[config.mk]
export PLATFORM = sky130hd
export DESIGN_NAME = uart_iob_core_flat
export DESIGN_NICKNAME = d
export VERILOG_FILES = /design/src/rtl/uart_iob_core_pkg.sv /design/src/rtl/uart_iob_core_if.sv /design/src/rtl/uart_iob_core_regs.sv /design/src/rtl/uart_iob_core.sv /design/src/flat_wrapper.sv
export SDC_FILE = /design/constraint.sdc
export NUM_CORES = 1
export LEC_CHECK = 0
export ABC_AREA = 1
export BUFFER_PORTS_ARGS = -buffer_cell sky130_fd_sc_hd__clkbuf_2
export CAP_MARGIN = 5
export CORE_ASPECT_RATIO = 1.25
export CORE_MARGIN = 1.5
export CORE_UTILIZATION = 41
export CTS_BUF_LIST = sky130_fd_sc_hd__clkbuf_16
export DETAILED_ROUTE_END_ITERATION = 12
export PLACE_DENSITY = 0.56
export SYNTH_ARGS = -nofsm -noshare
export SYNTH_HDL_FRONTEND = slang
export SYNTH_SLANG_ARGS = --single-unit
[constraint.sdc]
create_clock -name clk_i -period 3.2 [get_ports clk_i]
set_input_delay 0.32 -clock clk_i [delete_from_list [all_inputs] [get_ports clk_i]]
set_output_delay 0.32 -clock clk_i [all_outputs]
set_load 0.05 [all_outputs]
[src/rtl/uart_iob_core_pkg.sv]
// Shared constants for the IOb UART: register map, field widths, FSM encodings.
package uart_iob_core_pkg;

  localparam int DIV_W  = 16;
  localparam int BYTE_W = 8;

  localparam logic [2:0] ADDR_SOFTRESET = 3'd0;
  localparam logic [2:0] ADDR_DIV       = 3'd2;
  localparam logic [2:0] ADDR_TXDATA    = 3'd4;
  localparam logic [2:0] ADDR_TXEN      = 3'd5;
  localparam logic [2:0] ADDR_RXEN      = 3'd6;
  localparam logic [2:0] ADDR_TXREADY   = 3'd0;
  localparam logic [2:0] ADDR_RXREADY   = 3'd1;
  localparam logic [2:0] ADDR_RXDATA    = 3'd4;

  localparam logic [1:0] ST_IDLE  = 2'd0;
  localparam logic [1:0] ST_START = 2'd1;
  localparam logic [1:0] ST_DATA  = 2'd2;
  localparam logic [1:0] ST_STOP  = 2'd3;

  typedef struct packed {
    logic [DIV_W-1:0] div;
    logic             txen;
    logic             rxen;
  } cfg_t;

  // A divider below 2 would leave no room for a mid-bit sample point.
  function automatic logic [DIV_W-1:0] eff_div(input logic [DIV_W-1:0] div);
    return (div < 16'd2) ? 16'd2 : div;
  endfunction

endpackage

[src/rtl/uart_iob_core_if.sv]
// IOb-native request/response bundle between a host and the UART register file.
interface uart_iob_core_if #(
  parameter int DATA_W = 32,
  parameter int ADDR_W = 3
);
  logic                iob_avalid_i;
  logic [ADDR_W-1:0]   iob_addr_i;
  logic [DATA_W-1:0]   iob_wdata_i;
  logic [DATA_W/8-1:0] iob_wstrb_i;
  logic [DATA_W-1:0]   iob_rdata_o;
  logic                iob_rvalid_o;
  logic                iob_ready_o;

  modport master (
    output iob_avalid_i, iob_addr_i, iob_wdata_i, iob_wstrb_i,
    input  iob_rdata_o, iob_rvalid_o, iob_ready_o
  );

  modport slave (
    input  iob_avalid_i, iob_addr_i, iob_wdata_i, iob_wstrb_i,
    output iob_rdata_o, iob_rvalid_o, iob_ready_o
  );
endinterface

[src/rtl/uart_iob_core_regs.sv]
// Register file: IOb decode, config registers, command pulses and registered read mux.
module uart_iob_core_regs import uart_iob_core_pkg::*; #(
  parameter int DATA_W = 32,
  parameter int ADDR_W = 3
) (
  input  logic              clk_i,
  input  logic              arst_n_i,
  input  logic              cke_i,
  uart_iob_core_if.slave    iob,
  input  logic              tx_idle,
  input  logic              rx_ready,
  input  logic [BYTE_W-1:0] rx_data,
  output cfg_t              cfg,
  output logic              soft_rst,
  output logic              tx_wr,
  output logic [BYTE_W-1:0] tx_wr_data,
  output logic              rx_rd
);

  logic [ADDR_W-1:0] addr;
  logic [3:0]        wstrb;
  logic [DATA_W-1:0] wdata;
  logic [DATA_W-1:0] rd_mux;
  logic              wr, rd, word1;
  logic              div_we, txen_we, rxen_we;
  logic              unused_wdata;

  assign addr  = iob.iob_addr_i;
  assign wstrb = iob.iob_wstrb_i;
  assign wdata = iob.iob_wdata_i;
  assign wr    = iob.iob_avalid_i & (|wstrb);
  assign rd    = iob.iob_avalid_i & ~(|wstrb);
  assign word1 = addr[2];

  // Writes select the 32-bit word, then each register needs its own lanes strobed.
  assign soft_rst   = wr & (word1 == ADDR_SOFTRESET[2]) & wstrb[0] & wdata[0];
  assign div_we     = wr & (word1 == ADDR_DIV[2]) & wstrb[3] & wstrb[2];
  assign tx_wr      = wr & (word1 == ADDR_TXDATA[2]) & wstrb[0];
  assign txen_we    = wr & (word1 == ADDR_TXEN[2]) & wstrb[1];
  assign rxen_we    = wr & (word1 == ADDR_RXEN[2]) & wstrb[2];
  assign tx_wr_data = wdata[7:0];
  assign rx_rd      = rd & (addr == ADDR_RXDATA);

  assign iob.iob_ready_o = 1'b1;
  assign unused_wdata    = ^wdata[15:9];

  always_comb begin
    rd_mux = '0;
    case (addr)
      ADDR_TXREADY: rd_mux[0]   = cfg.txen & tx_idle;
      ADDR_RXREADY: rd_mux[8]   = rx_ready;
      ADDR_RXDATA:  rd_mux[7:0] = rx_data;
      default:      rd_mux      = '0;
    endcase
  end

  always_ff @(posedge clk_i or negedge arst_n_i) begin
    if (!arst_n_i) begin
      cfg              <= '0;
      iob.iob_rdata_o  <= '0;
      iob.iob_rvalid_o <= 1'b0;
    end else if (cke_i) begin
      iob.iob_rvalid_o <= rd;
      if (rd)
        iob.iob_rdata_o <= rd_mux;
      if (div_we)
        cfg.div <= wdata[31:16];
      if (soft_rst) begin
        cfg.txen <= 1'b0;
        cfg.rxen <= 1'b0;
      end else begin
        if (txen_we) cfg.txen <= wdata[8];
        if (rxen_we) cfg.rxen <= wdata[16];
      end
    end
  end

endmodule

[src/rtl/uart_iob_core.sv]
// 8N1 UART with RTS/CTS flow control behind an IOb register interface.
//   state    | meaning
//   ST_IDLE  | line idle (txd=1) / waiting for a falling edge on rxd
//   ST_START | start bit: driving 0 / waiting for the mid-start sample
//   ST_DATA  | 8 data bits, LSB first
//   ST_STOP  | stop bit: driving 1 / waiting for the stop sample
module uart_iob_core import uart_iob_core_pkg::*; #(
  parameter int DATA_W = 32,
  parameter int ADDR_W = 3
) (
  input  logic           clk_i,
  input  logic           arst_n_i,
  input  logic           cke_i,
  uart_iob_core_if.slave iob,
  output logic           txd,
  input  logic           rxd,
  output logic           rts,
  input  logic           cts
);

  cfg_t              cfg;
  logic              soft_rst, tx_wr, rx_rd, tx_idle, tx_req;
  logic [BYTE_W-1:0] tx_wr_data;
  logic [DIV_W-1:0]  div_eff;

  logic [1:0]        tx_state;
  logic [DIV_W-1:0]  tx_cnt;
  logic [BYTE_W-1:0] tx_sh;
  logic [2:0]        tx_bit;
  logic              tx_pend;

  logic [1:0]        rx_state;
  logic [DIV_W-1:0]  rx_cnt;
  logic [BYTE_W-1:0] rx_sh, rx_data;
  logic [2:0]        rx_bit;
  logic              rx_ready, rx_s1, rx_s2, rx_s3;

  uart_iob_core_regs #(.DATA_W(DATA_W), .ADDR_W(ADDR_W)) u_regs (
    .clk_i      (clk_i),
    .arst_n_i   (arst_n_i),
    .cke_i      (cke_i),
    .iob        (iob),
    .tx_idle    (tx_idle),
    .rx_ready   (rx_ready),
    .rx_data    (rx_data),
    .cfg        (cfg),
    .soft_rst   (soft_rst),
    .tx_wr      (tx_wr),
    .tx_wr_data (tx_wr_data),
    .rx_rd      (rx_rd)
  );

  assign div_eff = eff_div(cfg.div);
  assign tx_idle = (tx_state == ST_IDLE) & ~tx_pend;
  assign tx_req  = tx_wr & cfg.txen & ~tx_pend;
  assign rts     = cfg.rxen;

  always_ff @(posedge clk_i or negedge arst_n_i) begin
    if (!arst_n_i) begin
      tx_state <= ST_IDLE;
      tx_cnt   <= '0;
      tx_sh    <= '0;
      tx_bit   <= '0;
      tx_pend  <= 1'b0;
      txd      <= 1'b1;
    end else if (cke_i) begin
      if (soft_rst) begin
        tx_state <= ST_IDLE;
        tx_cnt   <= '0;
        tx_pend  <= 1'b0;
        txd      <= 1'b1;
      end else begin
        case (tx_state)
          ST_IDLE: begin
            if (tx_req)
              tx_sh <= tx_wr_data;
            // A byte written while cts is low waits here until the peer is ready.
            if ((tx_req | tx_pend) & cts) begin
              tx_pend  <= 1'b0;
              tx_state <= ST_START;
              tx_cnt   <= div_eff - 16'd1;
              txd      <= 1'b0;
            end else if (tx_req) begin
              tx_pend <= 1'b1;
            end
          end
          ST_START: begin
            if (tx_cnt == '0) begin
              tx_state <= ST_DATA;
              tx_cnt   <= div_eff - 16'd1;
              tx_bit   <= '0;
              txd      <= tx_sh[0];
              tx_sh    <= tx_sh >> 1;
            end else begin
              tx_cnt <= tx_cnt - 16'd1;
            end
          end
          ST_DATA: begin
            if (tx_cnt == '0) begin
              tx_cnt <= div_eff - 16'd1;
              if (tx_bit == 3'd7) begin
                tx_state <= ST_STOP;
                txd      <= 1'b1;
              end else begin
                tx_bit <= tx_bit + 3'd1;
                txd    <= tx_sh[0];
                tx_sh  <= tx_sh >> 1;
              end
            end else begin
              tx_cnt <= tx_cnt - 16'd1;
            end
          end
          default: begin
            if (tx_cnt == '0)
              tx_state <= ST_IDLE;
            else
              tx_cnt <= tx_cnt - 16'd1;
          end
        endcase
      end
    end
  end

  always_ff @(posedge clk_i or negedge arst_n_i) begin
    if (!arst_n_i) begin
      rx_s1    <= 1'b1;
      rx_s2    <= 1'b1;
      rx_s3    <= 1'b1;
      rx_state <= ST_IDLE;
      rx_cnt   <= '0;
      rx_sh    <= '0;
      rx_bit   <= '0;
      rx_data  <= '0;
      rx_ready <= 1'b0;
    end else if (cke_i) begin
      rx_s1 <= rxd;
      rx_s2 <= rx_s1;
      rx_s3 <= rx_s2;
      // A completing frame in the same cycle as an RXDATA read keeps rx_ready set.
      if (rx_rd)
        rx_ready <= 1'b0;
      if (soft_rst) begin
        rx_state <= ST_IDLE;
        rx_ready <= 1'b0;
      end else if (!cfg.rxen) begin
        rx_state <= ST_IDLE;
      end else begin
        case (rx_state)
          ST_IDLE: begin
            if (rx_s3 & ~rx_s2) begin
              rx_state <= ST_START;
              rx_cnt   <= (div_eff >> 1) - 16'd1;
            end
          end
          ST_START: begin
            if (rx_cnt == '0) begin
              if (!rx_s2) begin
                rx_state <= ST_DATA;
                rx_cnt   <= div_eff - 16'd1;
                rx_bit   <= '0;
              end else begin
                rx_state <= ST_IDLE;
              end
            end else begin
              rx_cnt <= rx_cnt - 16'd1;
            end
          end
          ST_DATA: begin
            if (rx_cnt == '0) begin
              rx_sh  <= {rx_s2, rx_sh[7:1]};
              rx_cnt <= div_eff - 16'd1;
              if (rx_bit == 3'd7)
                rx_state <= ST_STOP;
              else
                rx_bit <= rx_bit + 3'd1;
            end else begin
              rx_cnt <= rx_cnt - 16'd1;
            end
          end
          default: begin
            if (rx_cnt == '0) begin
              rx_data  <= rx_sh;
              rx_ready <= 1'b1;
              rx_state <= ST_IDLE;
            end else begin
              rx_cnt <= rx_cnt - 16'd1;
            end
          end
        endcase
      end
    end
  end

endmodule

[src/flat_wrapper.sv]
// flat-port wrapper written by rule: the top's interface ports become plain ports
module uart_iob_core_flat import uart_iob_core_pkg::*;
#(
  parameter int DATA_W = 32,
  parameter int ADDR_W = 3
)
  (clk_i, arst_n_i, cke_i, txd, rxd, rts, cts, iob_iob_avalid_i, iob_iob_addr_i, iob_iob_wdata_i, iob_iob_wstrb_i, iob_iob_rdata_o, iob_iob_rvalid_o, iob_iob_ready_o);
  uart_iob_core_if #(.DATA_W(DATA_W), .ADDR_W(ADDR_W)) iob_i ();
  input  logic clk_i;
  input  logic arst_n_i;
  input  logic cke_i;
  output logic txd;
  input  logic rxd;
  output logic rts;
  input  logic cts;
  input wire logic [$bits(iob_i.iob_avalid_i)-1:0] iob_iob_avalid_i;
  input wire logic [$bits(iob_i.iob_addr_i)-1:0] iob_iob_addr_i;
  input wire logic [$bits(iob_i.iob_wdata_i)-1:0] iob_iob_wdata_i;
  input wire logic [$bits(iob_i.iob_wstrb_i)-1:0] iob_iob_wstrb_i;
  output wire logic [$bits(iob_i.iob_rdata_o)-1:0] iob_iob_rdata_o;
  output wire logic [$bits(iob_i.iob_rvalid_o)-1:0] iob_iob_rvalid_o;
  output wire logic [$bits(iob_i.iob_ready_o)-1:0] iob_iob_ready_o;
  assign iob_i.iob_avalid_i = iob_iob_avalid_i;
  assign iob_i.iob_addr_i = iob_iob_addr_i;
  assign iob_i.iob_wdata_i = iob_iob_wdata_i;
  assign iob_i.iob_wstrb_i = iob_iob_wstrb_i;
  assign iob_iob_rdata_o = iob_i.iob_rdata_o;
  assign iob_iob_rvalid_o = iob_i.iob_rvalid_o;
  assign iob_iob_ready_o = iob_i.iob_ready_o;
  uart_iob_core #(.DATA_W(DATA_W), .ADDR_W(ADDR_W)) u_core (.clk_i(clk_i), .arst_n_i(arst_n_i), .cke_i(cke_i), .iob(iob_i), .txd(txd), .rxd(rxd), .rts(rts), .cts(cts));
endmodule
After elaboration in Yosys (flattened, before gate mapping)

Cells that the tools add are included.

$add $sub $neg: 6
Order comparisons: 1
Equality and inequality tests: 29
Multiplexer cells: 63
Bitwise logic cells: 25
Reduce and logical (&&, ||, !) cells: 32

Operators by type and width:

| kind                  | count |
|---|---|
| $mux 16               | 10 |
| $pmux 16 s3           | 1 |
| $sub 16x1->16 const B | 3 |
| $logic_not 16->1      | 2 |
| $mux 8                | 4 |
| $pmux 16 s2           | 1 |
| $mux 2                | 15 |
| $pmux 8 s3            | 1 |
| $reduce_and 6->1      | 4 |
| $mux 3                | 7 |
| $ne 4x2->1 const B    | 5 |
| $and 1x1->1           | 18 |
| $mux 1                | 17 |
| $lt 16x2->1 const B   | 1 |
| $sub 15x1->16 const B | 1 |
| $reduce_and 5->1      | 3 |
| $ne 2x1->1 const B    | 6 |
| $pmux 2 s3            | 2 |
| $pmux 3 s2            | 2 |
| $reduce_bool 2->1     | 5 |
| $eq 3x3->1 const B    | 3 |
| $ne 3x1->1 const B    | 3 |
| $reduce_bool 3->1     | 3 |
| $reduce_and 2->1      | 4 |
| 23 further kinds      | 35 |

Register bits after elaboration: 100
Input bits: 45
Output and inout port bits: 36

Depth between registers and ports, before layout

Depth after elaboration: 11
Gate-level depth with buffers: 18

By module

Synthesis repeated with hierarchy kept, for this count alone.

Cells, all modules: 943
Area total of the unflattened synthesis: 6,956.7 um2

Modules (own cells, without submodules):

| module             | instances | cells an instance | area an instance (um2) |
|---|---|---|---|
| uart_iob_core      | 1         | 760               | 5,451.5 |
| uart_iob_core_regs | 1         | 183               | 1,505.2 |

Worst setup path before layout

OpenSTA, ideal clock, no wires.

Path type: register -> register
From: register, netlist name u_core.u_regs.cfg[10]
To: register u_core.tx_cnt[13]
Library setup time: 0.116 ns
Arrival time: 2.161 ns
Slack: 0.923 ns
Cell stages (with the launch flop): 19
Buffers on the path: 1
Cells stage by stage: dfrtp_1 > nor2_1 > nand2_1 > nor2_1 > nand2_1 > nand2_1 > inv_1 > ha_1 > buf_2 > nand2_1 > nor2_1 > nand2_1 > nor2_1 > nand2_1 > xor2_1 > nand2_1 > o21ai_0 > nand2_1 > nand2_1

Longest elaborated chain between the ends: 6

RTL lines:

| element                           | RTL line                                                       | RTL |
|---|---|---|
| $lt 16x2->1                       | uart_iob_core_pkg.sv:29                                        | `return (div < 16'd2) ? 16'd2 : div;` |
| $mux 16 (*)                       | uart_iob_core_pkg.sv:29                                        |  |
| $sub 16x1->16 (*)                 | uart_iob_core.sv:81, uart_iob_core.sv:90, uart_iob_core.sv:100 |  |
| $mux 16, on equally long branches | uart_iob_core.sv:88, uart_iob_core.sv:99, uart_iob_core.sv:78  |  |
| $pmux 16 s2 (*)                   | uart_iob_core.sv:73                                            | `case (tx_state)` |
| $mux 16 (*)                       | uart_iob_core.sv:67                                            | `if (soft_rst) begin` |
| end signal, assigned              | uart_iob_core.sv:81                                            | `tx_cnt <= div_eff - 16'd1;` |
| end signal, assigned              | uart_iob_core.sv:90                                            | `tx_cnt <= div_eff - 16'd1;` |
| end signal, assigned              | uart_iob_core.sv:100                                           | `tx_cnt <= div_eff - 16'd1;` |
| end, declared                     | uart_iob_core.sv:27                                            | `logic [DIV_W-1:0] tx_cnt;` |

Every way passes the cells marked *; elsewhere a longest branch is shown, timed or not. The select of a mux whose other input is x is not followed.
A chain may end at the register's enable or synchronous reset.

Worst setup path after layout

From: register, netlist name u_core.u_regs.cfg[9]
To: register u_core.tx_cnt[13]

Longest elaborated chain between the ends: 6

RTL lines:

| element                           | RTL line |
|---|---|
| $lt 16x2->1                       | uart_iob_core_pkg.sv:29 |
| $mux 16 (*)                       | uart_iob_core_pkg.sv:29 |
| $sub 16x1->16 (*)                 | uart_iob_core.sv:81, uart_iob_core.sv:90, uart_iob_core.sv:100 |
| $mux 16, on equally long branches | uart_iob_core.sv:88, uart_iob_core.sv:99, uart_iob_core.sv:78 |
| $pmux 16 s2 (*)                   | uart_iob_core.sv:73 |
| $mux 16 (*)                       | uart_iob_core.sv:67 |

Marked as above.

==> run metrics <==
WHS -0.0263 ns; Cells after Synth 926; Die H 145 um; status complete, but fails checks; ANT cells 0; CORE AREA 0.0157 sq mm; Logic pwr share 0.454; CP max-delay cell dfrtp_1; Post-CTS Setup Bufs 0; Worst EP arrival 3.07 ns; Die Area 0.0169 sq mm; initial antenna violation count 0; CP delay by family, top simple AND/OR/NAND/NOR gates; vias per cell 4.86; crit path buf inv count 1; GPL Wtd Cong 0.911; setup ws final between 0.3 and 0.4 ns; Final ANT Viol Nets 0; crit start category flip-flop; DRC 0; CP Cell Sequence nor2_1 -> nand2_1 -> nor2_1 -> nand2_1 -> nand2_1 -> inv_1 -> ha_2 -> nand2_1 -> nor2_1 -> nand2_1 -> nor2_1 -> nand2_1 -> xor2_1 -> nand2_1 -> o21ai_0 -> nand2_1 -> nand2_1; worst-path maximum fanout 9; CTS tree yes; P per Cell Area ~750 mW/mm^2; Worst Setup End Kind flip-flop; Hold Crit Class primary input to asynchronous set/reset pin; failing checks negative hold slack; Sw Share 0.456; total track usage 0.206; Main synth FF type dfrtp_1; share of the yosys chip area belonging to registers 0.378; period utilization 0.882; EDFF count, synth 0; leakage 3.66 nW; max_cap viols 0; DR WL/cell 13.9 um; Setup TNS Final 0 ns; port bufs 49; RSZ-0062 raised after global routing false; Sinks on Clock Net 100; Final nets slightly above 1000; Setup WS pre-CTS 0.365 ns; vias 5774; 1st-pass router iterations 4; clock latency on the worst-skew pair ~0.36 ns; cell mode on critical path nand2_1; root buffer cell clkbuf_16; Num CTS Buffers 9; WS Path Type flip-flop to flip-flop; Netlist cell types 44; global route overflow 0; hold-fix buffers at CTS 0; Final min period 2.82 ns; area delta synth->final 9.89%; syn avg cell area 7.16 sq um; DR iter-0 viols around 350; NetSw around 2.5 mW; pin count of the biggest net entering global routing 48; Routed WL 16500 um; clock network power share 0.193; Synth Cell Area between 0.006 and 0.007 sq mm; Site Rows 51; Max Buffers Root-to-Sink 2; share of cells above drive strength 1 0.103; Flop pwr share 0.353; peak supply drop 0.330 mV; die extent in x 117 um; synth warn 0; first-pass GRT wire length between 20000 and 30000 um; Worst Setup SP u_core.u_regs.cfg[9]$_DFFE_PN0P_; skew final 0.0113 ns; count of pins over their slew limit 0; detailed placement HPWL 12300 um; initial core utilization 0.422; Clock transition at path regs around 0.080 ns; Final setup viols 0; Int Pwr 2.98 mW; Reg-to-Reg Start u_core.u_regs.cfg[9]$_DFFE_PN0P_; ys async rst share 1.00; Final Hold Vio Count 20; Seq cells post-synth 100; number of global-route vias before repair ~5500; required time of the critical path 3.45 ns; H-tree depth 3; Top Ports just over 80; maximum clock rate between 300 and 400 MHz; Tightest Pin Transition between 0.6 and 0.7 ns; Worst slew margin 0.568; CP peak stage delay 0.44 ns
-- cell families (layout without fill, tap and decap cells) --
logic type | count (synthesis) | in the layout | share of synthesized area
simple gates | 470 | 470 | 0.301
fa+ha+maj | 20 | 20 | 0.0378
xor+xnor | 34 | 34 | 0.0449
mux | 8 | 8 | 0.0121
other cells | 2 | 24 | 0.00113
buf+inv | 152 | 179 | 0.106
flops | 100 | 100 | 0.378
compound gates | 140 | 140 | 0.119
-- cell usage in the layout, fill, tap and decap left out, drive strengths merged, types with 4 or more instances in the layout --
cell    Yosys  final
nand2     280    280
inv       104    106
nor2      100    100
dfrtp      96     96
o21ai      87     87
nand3      58     58
clkbuf      9     57
xor2       29     29
a21oi      26     26
conb        2     24
ha         20     20
nand4      14     14
buf        39     11
nor3        8      8
mux2i       8      8
a22o        7      7
o211ai      5      5
xnor2       5      5
clkinv      0      5
dfstp       4      4
or2         4      4
-- metrics by stage --
stage,utilization,power [mW],std cells,area (sq um)
floorplan,-,3.82,948,6710
CTS,0.464,5.53,1187,7280
global placement,0.446,4.44,1171,7000
detailed placement,0.446,4.45,1171,7000
global route,0.464,5.97,1187,7280
finish,0.464,5.48,1187,7280
-- layer usage --
layer	track usage	vias up	part of all wire	wire [um]
met5	0	-	0	0
met4	0.0910	0	0.032	530
met3	0.0230	25	0.027	444
met2	0.333	90	0.48	7860
met1	0.276	2644	0.47	7700
li1	-	3015	-	-
-- layout make-up --
cell class | count | area, sq um
clock buffer | 9 | 225
clock inverter | 7 | 52.6
fill | 1684 | 8410
inverter | 104 | 390
multi-input combinational | 696 | 3510
sequential | 100 | 2510
tap | 212 | 265
timing repair buffer | 59 | 335
-- worst reg2reg max path, cell delays in order (launching register included) --
cell and delay (ns):
dfrtp_1 0.44, nor2_1 0.10, nand2_1 0.13, nor2_1 0.05, nand2_1 0.11, nand2_1 0.15, inv_1 0.19, ha_2 0.31
nand2_1 0.14, nor2_1 0.21, nand2_1 0.16, nor2_1 0.20, nand2_1 0.09, xor2_1 0.18, nand2_1 0.06, o21ai_0 0.08
nand2_1 0.08, nand2_1 0.04
-- sequential cells by signal, summed over array words and instances, names as in the netlist, 8 cells and up --
name,cells
u_core.u_regs.cfg,18
u_core.rx_cnt,16
u_core.tx_cnt,16
u_core.u_regs.iob.iob_rdata_o,9
u_core.rx_data,8
u_core.rx_sh,8
u_core.tx_sh,8
-- final timing paths --
path | endpoint | slack [ns] | depth (start not counted)
worst max-delay path | u_core.tx_cnt[13]$_DFFE_PN0P_ | 0.38 | 17
worst min-delay path | u_core.u_regs.cfg[8]$_DFFE_PN0P_ | -0.03 | 1
worst max register to register | u_core.tx_cnt[13]$_DFFE_PN0P_ | 0.38 | 17
worst min register to register | u_core.rx_s1$_DFFE_PN1P_ | 0.48 | 2
max in group asynchronous | u_core.rx_cnt[3]$_DFFE_PN0P_ | 2.48 | 2
min in group clk_i | u_core.rx_s1$_DFFE_PN1P_ | 0.16 | 3
-- timing repair --
action                                 in CTS  in global routing
setup endpoints to repair                   0                  3
endpoints found under the hold margin       0                  0
resized for setup                           0                  1
-- Yosys cell counts (all sizes together), types with 4 or more instances --
| master | instances | area, sq um |
|---|---|---|
| a22o | 7 | 61.3 |
| o211ai | 5 | 37.5 |
| xnor2 | 5 | 43.8 |
| nand4 | 14 | 100 |
| nor2 | 100 | 414 |
| buf | 39 | 277 |
| nand3 | 58 | 320 |
| dfstp | 4 | 105 |
| o21ai | 87 | 435 |
| a21oi | 26 | 130 |
| ha | 20 | 250 |
| dfrtp | 96 | 2400 |
| clkbuf | 9 | 33.8 |
| inv | 104 | 390 |
| mux2i | 8 | 80.1 |
| xor2 | 29 | 254 |
| or2 | 4 | 25.0 |
| nand2 | 280 | 1050 |
| nor3 | 8 | 40.0 |
-- power groups by stage --
stage	registers [mW]	clock network (mW)	logic [mW]
4_1_cts	1.93	1.09	2.51
3_5_place_dp	1.94	0	2.51
3_3_place_gp	1.95	0	2.49
5_1_grt	1.99	1.13	2.85
6_report	1.93	1.06	2.49
2_1_floorplan	1.91	0	1.92
No activity file was read; power rests on OpenSTA's default activity.
